## src/rtl/fwd_hazard_unit.sv

```systemverilog
`timescale 1ns / 1ps
// fwd_hazard_unit
//   EXE-stage operand forwarding plus pipeline hazard control.
//   - Operand muxes pick RF, MEM-stage (ALU or load data) or WB-stage values.
//   - stall: load-use bubbles (LD_BUBBLES cycles), or RAW stalls in stall-only mode.
//   - freeze: whole pipeline holds while a MEM-stage load waits for mem_rdy.
//   - stall_cnt: saturating count of cycles with stall or freeze asserted.
//   Optional build macro FWD_WB_BYPASS_EN adds an ID-stage write-through capture
//   of wb_data, applied in EXE with fwd_sel = 11.
// Ports:
//   clk, rst (sync, active-low), fwd_en (1 = forwarding, 0 = stall-only)
//   id_*   : ID-stage sources;  exe_* : EXE sources/dest/flags
//   mem_*  : MEM dest/flags/data/mem_rdy;  wb_* : WB dest/enable/data
//   rf_rdata1/2 : RF values latched for EXE
//   opnd1/2, store_data, fwd_sel1/2 : combinational operand selection
//   stall, freeze : combinational pipeline controls;  stall_cnt : perf counter
module fwd_hazard_unit #(
    parameter int unsigned DATA_W     = 32,
    parameter int unsigned ADDR_W     = 5,
    parameter int unsigned LD_BUBBLES = 1,
    parameter int unsigned CNT_W      = 16
) (
    input  logic              clk,
    input  logic              rst,
    input  logic              fwd_en,
    input  logic              id_valid,
    input  logic [ADDR_W-1:0] id_src1,
    input  logic [ADDR_W-1:0] id_src2,
    input  logic              id_use_src2,
    input  logic [ADDR_W-1:0] exe_src1,
    input  logic [ADDR_W-1:0] exe_src2,
    input  logic              exe_use_src2,
    input  logic [ADDR_W-1:0] exe_dest,
    input  logic              exe_wb_en,
    input  logic              exe_mem_rd,
    input  logic [ADDR_W-1:0] mem_dest,
    input  logic              mem_wb_en,
    input  logic              mem_mem_rd,
    input  logic [DATA_W-1:0] mem_alu,
    input  logic [DATA_W-1:0] mem_rdata,
    input  logic              mem_rdy,
    input  logic [ADDR_W-1:0] wb_dest,
    input  logic              wb_wb_en,
    input  logic [DATA_W-1:0] wb_data,
    input  logic [DATA_W-1:0] rf_rdata1,
    input  logic [DATA_W-1:0] rf_rdata2,
    output logic [DATA_W-1:0] opnd1,
    output logic [DATA_W-1:0] opnd2,
    output logic [DATA_W-1:0] store_data,
    output logic [1:0]        fwd_sel1,
    output logic [1:0]        fwd_sel2,
    output logic              stall,
    output logic              freeze,
    output logic [CNT_W-1:0]  stall_cnt
);

    typedef enum logic [1:0] {StRun, StLuStall, StMemWait} state_e;

    localparam logic [2:0] LuInit = 3'(LD_BUBBLES - 1);

    // Register 0 is hard-zero: never a forwarding source nor a hazard.
    function automatic logic match(input logic [ADDR_W-1:0] s, input logic [ADDR_W-1:0] d,
                                   input logic en);
        return en && (d != '0) && (s == d);
    endfunction

    state_e            state_q, state_d;
    logic [2:0]        bub_q, bub_d;
    logic [CNT_W-1:0]  cnt_q;
    logic [DATA_W-1:0] mem_val;
    logic [1:0]        st_sel;
    logic              m1, w1, m2, w2;
    logic              mem_wait, lu, rh;

`ifdef FWD_WB_BYPASS_EN
    logic              byp1_q, byp2_q;
    logic [DATA_W-1:0] byp_data_q;
`endif

    assign mem_val = mem_mem_rd ? mem_rdata : mem_alu;
    assign m1      = match(exe_src1, mem_dest, mem_wb_en);
    assign w1      = match(exe_src1, wb_dest, wb_wb_en);
    assign m2      = match(exe_src2, mem_dest, mem_wb_en);
    assign w2      = match(exe_src2, wb_dest, wb_wb_en);

    // Operand muxes: MEM beats WB beats RF; all bypassed when fwd_en is low.
    always_comb begin
        fwd_sel1   = 2'b00;
        opnd1      = rf_rdata1;
        st_sel     = 2'b00;
        store_data = rf_rdata2;
        if (fwd_en) begin
            if (m1) begin
                fwd_sel1 = 2'b01;
                opnd1    = mem_val;
            end else if (w1) begin
                fwd_sel1 = 2'b10;
                opnd1    = wb_data;
            end
`ifdef FWD_WB_BYPASS_EN
            else if (byp1_q) begin
                fwd_sel1 = 2'b11;
                opnd1    = byp_data_q;
            end
`endif
            if (m2) begin
                st_sel     = 2'b01;
                store_data = mem_val;
            end else if (w2) begin
                st_sel     = 2'b10;
                store_data = wb_data;
            end
`ifdef FWD_WB_BYPASS_EN
            else if (byp2_q) begin
                st_sel     = 2'b11;
                store_data = byp_data_q;
            end
`endif
        end
        // Store data is forwarded even for immediate-form src2; the ALU operand is not.
        fwd_sel2 = exe_use_src2 ? st_sel : 2'b00;
        opnd2    = exe_use_src2 ? store_data : rf_rdata2;
    end

    assign mem_wait = mem_mem_rd && mem_wb_en && !mem_rdy;
    assign lu = id_valid && exe_mem_rd &&
                (match(id_src1, exe_dest, exe_wb_en) ||
                 (id_use_src2 && match(id_src2, exe_dest, exe_wb_en)));
    assign rh = id_valid &&
                (match(id_src1, exe_dest, exe_wb_en) || match(id_src1, mem_dest, mem_wb_en) ||
                 (id_use_src2 && (match(id_src2, exe_dest, exe_wb_en) ||
                                  match(id_src2, mem_dest, mem_wb_en))));

    // bub_q holds the stall cycles still owed, including the current LU_STALL cycle.
    always_comb begin
        state_d = state_q;
        bub_d   = bub_q;
        stall   = 1'b0;
        freeze  = 1'b0;
        unique case (state_q)
            StRun: begin
                if (mem_wait) begin
                    freeze  = 1'b1;
                    state_d = StMemWait;
                end else if (fwd_en && lu) begin
                    stall = 1'b1;
                    if (LD_BUBBLES > 1) begin
                        state_d = StLuStall;
                        bub_d   = LuInit;
                    end
                end else if (!fwd_en && rh) begin
                    stall = 1'b1;
                end
            end
            StLuStall: begin
                if (mem_wait) begin
                    freeze  = 1'b1;
                    state_d = StMemWait;
                end else begin
                    stall = 1'b1;
                    if (bub_q <= 3'd1) begin
                        bub_d   = 3'd0;
                        state_d = StRun;
                    end else begin
                        bub_d = bub_q - 3'd1;
                    end
                end
            end
            StMemWait: begin
                if (!mem_rdy) begin
                    freeze = 1'b1;
                end else begin
                    state_d = (bub_q != 3'd0) ? StLuStall : StRun;
                end
            end
            default: state_d = StRun;
        endcase
    end

    always_ff @(posedge clk) begin
        if (!rst) begin
            state_q <= StRun;
            bub_q   <= 3'd0;
            cnt_q   <= '0;
        end else begin
            state_q <= state_d;
            bub_q   <= bub_d;
            if ((stall || freeze) && (cnt_q != '1)) begin
                cnt_q <= cnt_q + 1'b1;
            end
        end
    end

    assign stall_cnt = cnt_q;

`ifdef FWD_WB_BYPASS_EN
    // Captured as the ID instruction advances into EXE; a stall injects a bubble.
    always_ff @(posedge clk) begin
        if (!rst) begin
            byp1_q     <= 1'b0;
            byp2_q     <= 1'b0;
            byp_data_q <= '0;
        end else if (!freeze) begin
            if (stall) begin
                byp1_q <= 1'b0;
                byp2_q <= 1'b0;
            end else begin
                byp1_q     <= id_valid && match(id_src1, wb_dest, wb_wb_en);
                byp2_q     <= id_valid && match(id_src2, wb_dest, wb_wb_en);
                byp_data_q <= wb_data;
            end
        end
    end
`endif

endmodule

```

## config.mk

```make
export PLATFORM = sky130hd
export DESIGN_NAME = fwd_hazard_unit
export DESIGN_NICKNAME = d
export VERILOG_FILES = /design/src/rtl/fwd_hazard_unit.sv
export SDC_FILE = /design/constraint.sdc
export NUM_CORES = 1
export LEC_CHECK = 0
export BUFFER_PORTS_ARGS = -buffer_cell sky130_fd_sc_hd__buf_2
export CORE_AREA = 2 2 128 130
export CTS_CLUSTER_DIAMETER = 100
export DETAILED_ROUTE_END_ITERATION = 10
export DIE_AREA = 0 0 130 132
export PLACE_DENSITY = 0.52
export SLEW_MARGIN = 20
export SYNTH_ARGS = -nofsm -noshare
export SYNTH_HDL_FRONTEND = slang
export SYNTH_SLANG_ARGS = --single-unit
```

## constraint.sdc

```tcl
create_clock -name clk -period 5.6 [get_ports clk]
set_clock_uncertainty 0.15 [all_clocks]
set_input_delay 1.12 -clock clk [delete_from_list [all_inputs] [get_ports clk]]
set_output_delay 1.12 -clock clk [all_outputs]
set_load 0.01 [all_outputs]
```

# Word-level counts from Yosys, hierarchy flattened
# Index checks and enable logic that the tools add are counted.
# classes
bitwise_logic	1
shifts	0
n_reduce_logical	36
n_mux	30
eq_ne	14
add_sub_neg	2
magnitude_cmp	1
div_mod_pow	0
multipliers	0
# ops
operator	n
32-bit two-way mux	8
5-bit == test	8
2-bit two-way mux	11
1-bit logical AND	21
16-bit by 1-bit adder with 16-bit output (second input constant)	1
16-bit != test (second input constant)	1
5-bit nonzero test	3
1-bit two-way mux	7
2-bit one-hot mux with 3 select lines	1
1-bit logical OR	5
2-bit != test (second input constant)	2
1-bit one-hot mux with 2 select lines	2
3-bit by 1-bit <= comparator with 1-bit output (second input constant)	1
3-bit two-way mux	1
3-bit != test (second input constant)	1
3-bit AND reduction	1
3-bit nonzero test	1
3-bit by 1-bit subtractor with 3-bit output (second input constant)	1
2-bit by 1-bit == test with 1-bit output (second input constant)	1
2-bit == test (second input constant)	1
1-bit logical NOT	2
2-bit logical NOT	1
2-bit AND reduction	1
2-bit OR reduction	1
1-bit NOT	1
# totals
out_inout_bits	118
latch_bits	0
n_memories	0
input_bits	207
reg_bits	21
ram_bits	0
elab_cells	87
mem_bits_ro	0

# Depth between registers and ports, before layout
# logic_depth
ltp_word	14
mapped_depth	9
mapped_depth_nobuf	7

# Least setup slack after synthesis
# No wires, ideal clock.
# synth_timing
path_kind	input-to-output
start	input port mem_dest[1]
end	output port opnd1[11]
path_stages	8
required_time_ps	4330
setup_slack_ps	1396
arrival_time_ps	2934
path_buffers	2
path_cell_list	clkbuf_1 or4_1 o21ai_1 nor4_1 nand3_1 clkbuf_1 o22ai_1 a21oi_1
# synth_via
elab_chain_cells	5
elab_cells_between_ends	6
cone_classes	eq/ne (1); mux (2); reduce/logical (3)
# synth_rtl
element	line_no	rtl
start: declaration	36	input logic [ADDR_W-1:0] mem_dest,
5-bit nonzero test	64	return en && (d != '0) && (s == d);
1-bit logical AND	64	
1-bit logical AND (*)	64	
32-bit two-way mux (*)	93	if (m1) begin
32-bit two-way mux (*)	92	if (fwd_en) begin
end: declaration	47	output logic [DATA_W-1:0] opnd1,
# Every way passes the cells marked *; elsewhere a longest branch is shown, timed or not.

# Worst setup path in the final report
# layout_timing
start	input port mem_dest[2]
end	output port opnd1[30]
# Same word-level chain as after synthesis.

==> results.md <==
- Status: finished clean
- Sinks on Clock Net: 21
- Peak Freq: between 0.2 and 0.25 GHz
- Hold path cells: 2
- RD Place Congestion: approximately 0.93
- Height of the die: ~130 um
- Unrepaired setup endpoints after global routing: false
- Area grow syn2layout: 53.5%
- Root buf cell: clkbuf_16
- Largest area contributor in the netlist: a22o_1
- Post-synth EDFFs: 0
- Min-delay src: stall_cnt[9]
- FF-to-FF End: stall_cnt[5]
- Tmin final: roughly 5.0 ns
- Worst min-delay path category: flop to flop
- Syn Inst Count: between 400 and 500
- Proportion of layout cells with a drive suffix above 1: 48.4%
- Initial DRC count: roughly 190
- Yosys cell types: 45
- Final Max Slew Viols: 0
- Vias per cell: 4.98
- DR WL/cell: 18.9 um
- Leak pwr: 0.00266 uW
- Worst Path Arrival: roughly 3.7 ns
- Setup bufs post-CTS: 0
- Port Buf Inserts: between 300 and 400
- Gr usage total: between 20% and 30%
- R2R Setup Slk: roughly 3.2 ns
- Clock buffer depth: 2
- Critical Path Source Type: input pin
- Final WL: about 19000 um
- YS warnings: 0
- Initial Util: around 23%
- Max FO, Critical Path: 32
- RR Startpoint: stall_cnt[6]
- Pre-antenna DRT Iters: 5
- Post-synth top cells: a22o_1 (95), nor2_1 (44), a21oi_1 (43)
- Top-area cell type share of the netlist area: about a quarter
- WP data required: ~4.3 ns
- Initial antenna violation count: 12
- Crit share post-route: roughly nine tenths
- DP HPWL: roughly 15000 um
- First-pass GRT wire length: approximately 28000 um
- Slew @ Worst Pin: slightly above 1 ns
- Post-layout util: 34.9%
- WHS Endpoint: stall_cnt[9]
- Register area share after synthesis: 11.8%
- Element type at the critical path end: primary output
- Pin count of the biggest net entering global routing: 67
- Count leader, synth: a22o_1
- Headroom to the max-slew limit: ~32%
- TritonCTS clock tree: done
- Largest cells by area after synthesis: a22o_1 (23%), dfxtp_1 (12%), mux2_2 (9.8%), a21oi_1 (6.0%), o22ai_1 (5.8%)
- Vias in the first global route: 5005
- Syn nets: 696
- Core box area: around 0.016 sq mm
- Clk Latency, worst-skew pair: 0.26 ns
- Post-route DRC: 0
- Syn_area_per_cell: between 7 and 8 sq um
- Die ar.: ~0.017 sq mm
- Predominant post-synthesis flop cell: dfxtp_1
- Max-Cap Viols: 0
- Worst VDD drop: 0.111 mV
- Post-DRT Antenna Nets: 0
- Post-synth ARST share: 0%
- Routed vias: about 5000
- Clk slew on worst S/H paths: about 0.060 ns
- CTS hold repair buffers: 0
- Synth Register Bits: 21
- Synth Cell Area: approximately 0.0036 sq mm
- Final setup viols: 0
- FP Rows: 46
- Post-route setup TNS: 0 ns
- H-tree depth: 1
- Pwr per Cell Area: 116 mW/mm^2
- CTS buffer count: 3
- Reg2reg path depth: 7
- GR Overflow Total: 0
- Final Hold Vio Count: 0
- Die width: 130 um
- Nets@finish: slightly below 1000
- Post-CTS sizing: 0
- WS Path Type: input pin to primary output
- # IOs: approximately 330
critical path, cell delays in order:
cell and delay [ns]:
buf_2 0.17, or4_1 0.15, o21ai_1 0.14, nor4_1 0.39, nand3_2 0.32, a21oi_4 0.89, nor2_1 0.07, a21oi_1 0.27
buf_2 0.19
where the power goes:
part | total [uW] | switching, uW | internal, uW
sequential | 153 | 2.04 | 151
clock | 155 | 59.4 | 96.1
combinational | 330 | 172 | 158
layer usage:
metal	GRT usage (%)	up-vias	wire length, um	share of wire, %
met1	25.2	2301	7910	41
li1	-	2453	-	-
met4	8.18	0	614	3.2
met3	2.64	34	1150	6.1
met2	36.8	224	9380	49
met5	0	-	0	0
per-stage QoR:
stage               total power, uW  area [sq um]  hold WS, ns  setup slack [ns]  cells
global route                    677          5480        0.337             0.285   1004
floorplan                       322          3580        0.307              1.40    485
global placement                486          5380        0.318             0.620    991
CTS                             642          5460        0.325             0.538    995
finish                          638          5490        0.324             0.607   1007
detailed placement              486          5380        0.313             0.528    991
worst max-delay path by stage:
| stage | endpoint | from | slack [ns] | cells after the start |
|---|---|---|---|---|
| floorplan | opnd1[11] | mem_dest[1] | 1.40 | 8 |
| global placement | opnd1[30] | mem_dest[2] | 0.62 | 9 |
| detailed placement | opnd1[30] | mem_dest[2] | 0.53 | 9 |
| CTS | opnd1[30] | mem_dest[2] | 0.54 | 9 |
| global route | opnd1[0] | mem_dest[4] | 0.29 | 9 |
| finish | opnd1[30] | mem_dest[2] | 0.61 | 9 |
placed cells by master (no fill, tap or decap), drive strengths merged, types with 12 or more instances in the layout:
cell type  synthesis  final
buf               20    334
a22o              95     95
nor2              44     44
a21oi             43     43
o22ai             33     33
mux2              31     31
nand2             31     31
xnor2             23     23
dfxtp             21     21
xor2              18     18
diode              0     12
area by class of cell:
cell class | count | area, sq um
Inverter | 12 | 45.0
Clock buffer | 3 | 75.1
Fill cell | 1729 | 10200
Timing Repair Buffer | 334 | 1710
Multi-Input combinational cell | 408 | 2940
Sequential cell | 21 | 420
Clock inverter | 1 | 5.00
Tap cell | 216 | 270
Antenna cell | 12 | 30.0
state kept, by name, indices dropped and copies added (netlist names):
| signal | count |
|---|---|
| stall_cnt | 16 |
| bub_q | 3 |
| state_q | 2 |
logic make-up (layout without fill, tap and decap cells):
logic type	count (synthesis)	count (layout)	synth area share (%)
adder cells (fa/ha/maj)	4	4	1.40
AND/OR/NAND/NOR	133	133	18.3
AO/OA/AOI/OAI	189	189	38.9
buffers and inverters	56	350	7.10
XOR/XNOR	41	41	10.0
other	0	12	0
flip-flops	21	21	11.8
multiplexers	41	41	12.6
Note: power is estimated with default switching activity, not from simulation.
